[src/rtl/gcd_pkg.sv]
// rtl/gcd_pkg.sv - shared state encoding and default sizing for the GCD engine.
package gcd_pkg;

  typedef enum logic [1:0] {
    ST_IDLE = 2'd0,
    ST_CALC = 2'd1,
    ST_DONE = 2'd2
  } state_t;

  localparam int DEF_WIDTH = 32;
  localparam int DEF_CNT_W = 32;

endpackage

[src/rtl/gcd_step.sv]
// rtl/gcd_step.sv - one subtractive-Euclid step: operand compares and next operand values.
module gcd_step #(
  parameter int WIDTH = 32
) (
  input  logic [WIDTH-1:0] x,
  input  logic [WIDTH-1:0] y,
  output logic             xz,
  output logic             yz,
  output logic             eq,
  output logic             lt,
  output logic [WIDTH-1:0] x_next,
  output logic [WIDTH-1:0] y_next
);

  logic w_terminal;
  logic w_sub_x;
  logic w_sub_y;

  assign xz = (x == '0);
  assign yz = (y == '0);
  assign eq = (x == y);
  assign lt = (x < y);

  // The terminal guards shield both subtractions, so neither can wrap.
  assign w_terminal = xz | yz | eq;
  assign w_sub_y    = !w_terminal && lt;
  assign w_sub_x    = !w_terminal && !lt;

  assign x_next = w_sub_x ? (x - y) : x;
  assign y_next = w_sub_y ? (y - x) : y;

endmodule

[src/rtl/gcd_engine.sv]
// rtl/gcd_engine.sv - self-sequencing subtractive GCD with valid/ready operand and result ports.
module gcd_engine
  import gcd_pkg::*;
#(
  parameter int WIDTH = DEF_WIDTH,
  parameter int CNT_W = DEF_CNT_W
) (
  input  logic             clk,
  input  logic             clr,
  input  logic             in_valid,
  output logic             in_ready,
  input  logic [WIDTH-1:0] xin,
  input  logic [WIDTH-1:0] yin,
  output logic             out_valid,
  input  logic             out_ready,
  output logic [WIDTH-1:0] gcd,
  output logic [CNT_W-1:0] iters,
  output logic             busy
);

  state_t           r_state;
  logic [WIDTH-1:0] r_x;
  logic [WIDTH-1:0] r_y;
  logic [WIDTH-1:0] r_gcd;
  logic [CNT_W-1:0] r_iters;

  logic             w_xz;
  logic             w_yz;
  logic             w_eq;
  logic             w_lt;
  logic [WIDTH-1:0] w_x_next;
  logic [WIDTH-1:0] w_y_next;
  logic [CNT_W-1:0] w_iters_next;

  gcd_step #(
    .WIDTH (WIDTH)
  ) u_step (
    .x      (r_x),
    .y      (r_y),
    .xz     (w_xz),
    .yz     (w_yz),
    .eq     (w_eq),
    .lt     (w_lt),
    .x_next (w_x_next),
    .y_next (w_y_next)
  );

  // Counter sticks at all-ones once reached.
  assign w_iters_next = (&r_iters) ? r_iters : (r_iters + CNT_W'(1));

  always_ff @(posedge clk) begin
    if (clr) begin
      r_state <= ST_IDLE;
      r_x     <= '0;
      r_y     <= '0;
      r_gcd   <= '0;
      r_iters <= '0;
    end else begin
      case (r_state)
        ST_IDLE: begin
          if (in_valid) begin
            r_x     <= xin;
            r_y     <= yin;
            r_iters <= '0;
            r_state <= ST_CALC;
          end
        end
        ST_CALC: begin
          if (w_xz) begin
            r_gcd   <= r_y;
            r_state <= ST_DONE;
          end else if (w_yz || w_eq) begin
            r_gcd   <= r_x;
            r_state <= ST_DONE;
          end else begin
            r_x     <= w_x_next;
            r_y     <= w_y_next;
            r_iters <= w_iters_next;
          end
        end
        ST_DONE: begin
          if (out_ready) begin
            r_state <= ST_IDLE;
          end
        end
        default: r_state <= ST_IDLE;
      endcase
    end
  end

  // Handshake outputs depend on state only, never on the peer's valid/ready.
  assign in_ready  = (r_state == ST_IDLE);
  assign out_valid = (r_state == ST_DONE);
  assign busy      = (r_state == ST_CALC) || (r_state == ST_DONE);
  assign gcd       = r_gcd;
  assign iters     = r_iters;

endmodule

[config.mk]
export PLATFORM = sky130hd
export DESIGN_NAME = gcd_engine
export DESIGN_NICKNAME = d
export VERILOG_FILES = /design/src/rtl/gcd_pkg.sv /design/src/rtl/gcd_step.sv /design/src/rtl/gcd_engine.sv
export SDC_FILE = /design/constraint.sdc
export NUM_CORES = 1
export LEC_CHECK = 0
export CORE_MARGIN = 4
export CORE_UTILIZATION = 60
export DETAILED_ROUTE_END_ITERATION = 6
export HOLD_SLACK_MARGIN = 0.12
export PLACE_DENSITY_LB_ADDON = 0.25
export SYNTH_ARGS = -nofsm -noshare
export SYNTH_HDL_FRONTEND = slang
export SYNTH_SLANG_ARGS = --single-unit
[constraint.sdc]
create_clock -name clk -period 7.1 [get_ports clk]
set_input_delay 1.065 -clock clk [delete_from_list [all_inputs] [get_ports clk]]
set_output_delay 1.065 -clock clk [all_outputs]
set_load 0.01 [all_outputs]
==> flow_summary.json, run 1 <==
{
  "clkTransAtPathRegs_ns": 0.06,
  "synthFlopType": "dfxtp_1",
  "p_switching_w": 0.00351,
  "synth_edf_count": 0,
  "die_y_um": 134,
  "synth_warnings": 0,
  "power_density_mw_per_mm2": 590,
  "layout.nets": 1433,
  "period_share": 0.550,
  "p_leak_nw": 4.49,
  "synth_nets": 1353,
  "layout_common_cells": "nor2_1 (138), clkdlybuf4s50_1 (133), a21oi_1 (130), dfxtp_1 (130), inv_1 (87)",
  "fp.dieW_um": 134,
  "fin_crit_ns": 3.90,
  "grt_pass1_wl_um": 47600,
  "postSynth.asyncResetShare": 0,
  "p_total_w": 0.00666,
  "drc": 1,
  "worstMarginPinSlew_ns": 1.25,
  "htreeDepth": 4,
  "start_kind": "flop",
  "slew_headroom": 0.168,
  "post-route-util": 0.737,
  "slew_viol_final": 0,
  "final_area_sq_mm": 0.0113,
  "status": "finished, violations left",
  "ant_nets": 0,
  "vias": 9761,
  "portBuffers": 134,
  "dp_hpwl_um": 21600,
  "rsz0062_at_grt": "no",
  "track_usage": 0.327,
  "critPathKind": "reg2reg",
  "gp_congestion": 1.00,
  "min_from": "gcd[24]$_SDFFE_PP0P_",
  "syn_area_sq_mm": 0.00946,
  "end_kind": "flop",
  "drv_cap": 0,
  "reg2reg_to": "r_x[25]$_SDFFE_PP0P_",
  "setup_tns_ns": 0,
  "power.share.combinational": 0.701,
  "critPathRequiredTime_ns": 7.46,
  "cts_tree": "done",
  "io_pins": 135,
  "cts-root-buf": "clkbuf_16",
  "clkPwrFrac": 0.126,
  "cp.arrival_ns": 4.26,
  "rr_worst_depth": 11,
  "num_rows": 45,
  "drt_iter0_drc": 1042,
  "postPlaceCellArea_sq_mm": 0.0107,
  "nFillCells": 1212,
  "drive_above_1_share": 0.0512,
  "cp_max_fo": 19,
  "grt_antenna_before_repair": 0,
  "ctsResizeCount": 0,
  "cts_buffers": 17,
  "timing.rr.start": "r_x[0]$_SDFFE_PP0P_",
  "clock_latency_ns": 0.43,
  "finalWirelength_um": 30000,
  "drtPass1Iterations": 7,
  "p_sw_frac": 0.528,
  "clkSinkCount": 130,
  "skew_ns": 0.00976,
  "diodes": 0,
  "seq_area_frac_synth": 0.275,
  "max_freq_mhz": 256,
  "ir_drop_v": 0.000421,
  "power.internal_w": 0.00314,
  "synth-seq-cells": 130,
  "ff2ff_setup_slack_ns": 3.20,
  "hold_viol": 0,
  "seq_power_share": 0.173,
  "area_growth_pct": 19.4,
  "final-setup-viol-count": 0,
  "grt_pass1_vias": 9007,
  "holdBufCountCts": 0,
  "grt_max_degree": 68,
  "violations": "DRC",
  "clock_path_buffers": 2,
  "viasPerCell": 6.42,
  "synth.distinct_cells": 79,
  "dieArea_sq_mm": 0.0178,
  "holdWs_ns": 0.496,
  "hold_depth": 2,
  "initial_core_util": 0.617,
  "syn_inst": 1216,
  "hold_end": "gcd[24]$_SDFFE_PP0P_",
  "layout_commonest_cell": "nor2_1",
  "grt_overflow_total": 0,
  "core_area_sq_mm": 0.0153,
  "post_cts_buffers": 0,
  "syn_avg_cell_area_sq_um": 7.78,
  "hold_class": "reg2reg",
  "routedWlPerCell_um": 19.8
}
==> synthesized netlist by cell type, drive strengths merged, types with 37 or more instances <==
cell    count  area, sq um
ha         67          838
a21oi     132          676
a211oi     64          480
clkbuf     45          170
dfxtp     130         2600
nor2      139          522
nand2      44          165
xor2       42          368
inv        87          327
a21o       37          280
o21ai      67          335
==> worst max-delay path by stage <==
stage,start,end,slack [ns]
final,r_x[0]$_SDFFE_PP0P_,r_x[25]$_SDFFE_PP0P_,3.20
after global routing,r_x[0]$_SDFFE_PP0P_,r_x[25]$_SDFFE_PP0P_,3.04
after CTS,r_x[0]$_SDFFE_PP0P_,r_x[25]$_SDFFE_PP0P_,3.26
after detailed placement,in_valid,r_y[4]$_SDFFE_PP0P_,3.22
after global placement,in_valid,r_y[4]$_SDFFE_PP0P_,3.32
after floorplan,r_x[0]$_SDFFE_PP0P_,r_x[29]$_SDFFE_PP0P_,4.21
==> final cells by class <==
type / count / area, sq um / area share
sequential: 130 / 2600 / 0.231
inverter: 87 / 327 / 0.0289
multi-input combinational: 919 / 6150 / 0.545
clock inverter: 14 / 129 / 0.0114
tap: 211 / 264 / 0.0234
timing repair buffer: 141 / 1390 / 0.123
clock buffer: 18 / 429 / 0.0380
==> metal layers <==
metal  vias to the layer above  track usage  routed length, um
li1                       4552            -                  -
met1                      4611        0.438              12800
met2                       517        0.531              13900
met3                        81       0.0540               2500
met4                         0        0.126                901
met5                         -            0                  0
==> cell families (layout without fill, tap and decap cells) <==
logic type | count (synthesis) | after routing | share of synthesized area
adder cells (fa/ha/maj) | 69 | 69 | 0.0929
AND/OR/NAND/NOR | 348 | 348 | 0.180
XOR/XNOR | 77 | 77 | 0.0713
multiplexers | 20 | 20 | 0.0213
AO/OA/AOI/OAI | 405 | 405 | 0.282
flip-flops | 130 | 130 | 0.275
buffers and inverters | 167 | 260 | 0.0770
==> state kept, by name, indices dropped and copies added (netlist names) <==
register / cells
r_x: 32
iters: 32
gcd: 32
r_y: 32
r_state: 2
==> worst max-delay path, stage by stage, from the launching register on <==
cell	delay, ns
dfxtp_1	0.41
inv_1	0.07
ha_1	0.23
fa_1	0.40
nand2b_1	0.19
a21oi_4	0.20
a41oi_4	0.19
o31ai_2	0.59
o211a_1	0.28
o21a_1	0.88
o21ai_0	0.21
a21oi_1	0.17
==> stage by stage <==
stage                     instances  setup slack, ns
after floorplan                1216             4.21
after global placement         1488             3.32
after detailed placement       1488             3.22
after CTS                      1520             3.26
after global routing           1520             3.04
final                          1520             3.20
==> power groups by stage <==
stage / logic, W / registers [W] / clock network, W
after floorplan: 0.00352 / 0.00107 / 0
after global placement: 0.00446 / 0.00115 / 0
after detailed placement: 0.00449 / 0.00115 / 0
after CTS: 0.00454 / 0.00114 / 0.000846
after global routing: 0.00502 / 0.00117 / 0.000873
final: 0.00467 / 0.00115 / 0.000842
(Power assumes the default switching activity.)
==> inputs of run 2 (changes only) <==
CORE_UTILIZATION = 56   (was 60)
clock period = 3.6 ns   (was 7.1 ns; I/O delays follow)
==> run 2 against run 1 <==
  * The run now ends clean
  * Core utilization down 2.1 points
  * Wire length up 11%
  * Final cell count up 5.2%
  * Die area increased by 6.7%
  * Total power grew 110%
  * Non-clock buffer count is 68 higher
  * Critical endpoint is now r_y[21]$_SDFFE_PP0P_
  * Largest cell class unchanged
  * Highest routed layer unchanged
==> flow_summary.json, run 2 (synthesized netlist as in run 1, its figures left out) <==
{
  "status": "complete, no violations",
  "io_pins": 135,
  "cts-root-buf": "clkbuf_16",
  "ant_nets": 0,
  "fin_crit_ns": 3.39,
  "power_density_mw_per_mm2": 1200,
  "drv_cap": 0,
  "critPathRequiredTime_ns": 3.93,
  "setup_tns_ns": 0,
  "die_y_um": 138,
  "grt_overflow_total": 0,
  "skew_ns": 0.0174,
  "worstMarginPinSlew_ns": 0.975,
  "end_kind": "flop",
  "hold_viol": 0,
  "crit_family": "simple AND/OR/NAND/NOR gates",
  "drive_above_1_share": 0.0994,
  "dp_hpwl_um": 24300,
  "num_rows": 47,
  "clock_path_buffers": 2,
  "grt_pass1_wl_um": 51700,
  "crit_start": "r_x[22]$_SDFFE_PP0P_",
  "rsz0062_at_grt": "no",
  "cp_max_fo": 17,
  "area_growth_pct": 25.6,
  "start_kind": "flop",
  "clkPwrFrac": 0.124,
  "critPathBufInv": 2,
  "seq_power_share": 0.154,
  "layout_common_cells": "nor2_1 (138), clkdlybuf4s50_1 (133), a21oi_1 (130), dfxtp_1 (129), inv_1 (87)",
  "drc": 0,
  "ir_drop_v": 0.000670,
  "clkTransAtPathRegs_ns": 0.06,
  "critPathKind": "reg2reg",
  "initial_core_util": 0.570,
  "routedWlPerCell_um": 20.8,
  "slew_headroom": 0.346,
  "final-setup-viol-count": 0,
  "cp.arrival_ns": 3.71,
  "power.share.combinational": 0.722,
  "period_share": 0.940,
  "p_sw_frac": 0.515,
  "slew_viol_final": 0,
  "htreeDepth": 4,
  "layout_commonest_cell": "nor2_1",
  "layout.nets": 1502,
  "cts_buffers": 17,
  "max_freq_mhz": 295,
  "p_leak_nw": 4.85,
  "core_area_sq_mm": 0.0166,
  "clkSinkCount": 130,
  "path_cells": "buf_4 -> nor4_1 -> nand4_1 -> or2_2 -> o2111a_1 -> a21oi_1 -> or3_1 -> buf_4 -> a311oi_1 -> a211oi_1",
  "grt_max_degree": 68,
  "gp_congestion": 1.01,
  "timing.rr.start": "r_x[22]$_SDFFE_PP0P_",
  "path_common_cell": "buf_4",
  "slowest_stage": "nor4_1",
  "viasPerCell": 6.31,
  "fp.dieW_um": 138,
  "grt_antenna_before_repair": 1,
  "slowest_delay_ns": 0.53,
  "p_switching_w": 0.00733,
  "drtPass1Iterations": 6,
  "cts_tree": "done",
  "track_usage": 0.348,
  "hold_class": "reg2reg",
  "dieArea_sq_mm": 0.0190,
  "min_from": "gcd[15]$_SDFFE_PP0P_",
  "vias": 10100,
  "grt_pass1_vias": 9666,
  "p_total_w": 0.0142,
  "power.internal_w": 0.00691,
  "clock_latency_ns": 0.44,
  "portBuffers": 134,
  "finalWirelength_um": 33300,
  "drt_iter0_drc": 1099
}
run 2: cell count changes in the layout (fill, tap and decap cells not counted), moves of 2 or more:
cell,before,now
buf_4,7,73
buf_12,0,2
inv_6,4,6
clkinv_2,3,1
run 2: repair_timing:
item,CTS,global route
hold buffers,0,0
buffers inserted,0,0
gates resized for setup,0,2
setup endpoints to repair,0,25
run 2: metal layers:
layer / part of all wire / track usage
met2: 0.45 / 0.555
met5: 0 / 0
met3: 0.079 / 0.0671
met1: 0.43 / 0.470
met4: 0.034 / 0.120
run 2: path summary, 6_finish.rpt:
check	depth (start not counted)	end	slack [ns]
setup / recovery	10	r_y[21]$_SDFFE_PP0P_	0.21
setup reg to reg	10	r_y[21]$_SDFFE_PP0P_	0.21
hold reg to reg	2	gcd[15]$_SDFFE_PP0P_	0.50
hold / removal	2	gcd[15]$_SDFFE_PP0P_	0.50
run 2: area by class of cell:
class | count | area [sq um]
Sequential cell | 130 | 2600
Fill cell | 1426 | 4710
Clock buffer | 19 | 433
Inverter | 87 | 327
Timing Repair Buffer | 209 | 1920
Tap cell | 220 | 275
Multi-Input combinational cell | 920 | 6160
Antenna cell | 1 | 2.50
Clock inverter | 13 | 150
run 2: power by group through the flow:
stage / logic [W] / registers (W) / clock network [W]
after floorplan: 0.00694 / 0.00211 / 0
after global placement: 0.00986 / 0.00218 / 0
after detailed placement: 0.00986 / 0.00220 / 0
after CTS: 0.00997 / 0.00217 / 0.00177
after global routing: 0.0111 / 0.00223 / 0.00183
final: 0.0103 / 0.00220 / 0.00176
run 2: stage by stage:
step	hold slack, ns	cells	area (sq um)	util	worst slack [ns]
after floorplan	0.478	1216	9460	-	0.707
after global placement	0.478	1565	11300	0.680	0.204
after detailed placement	0.490	1565	11300	0.680	0.172
after CTS	0.499	1597	11900	0.715	0.0909
after global routing	0.518	1599	11900	0.716	0.0153
final	0.497	1599	11900	0.716	0.215
run 2: worst min-delay path, delay by kind of cell (launching register included):
family	cells	cell delay, ns
flops	1	0.31
compound gates	1	0.05
simple gates	1	0.09
==> inputs of run 3 (changes only) <==
SLEW_MARGIN = 5   (was default)
==> results of run 3 <==
No change in the layout: final DEF, timing and power equal those of run 2.
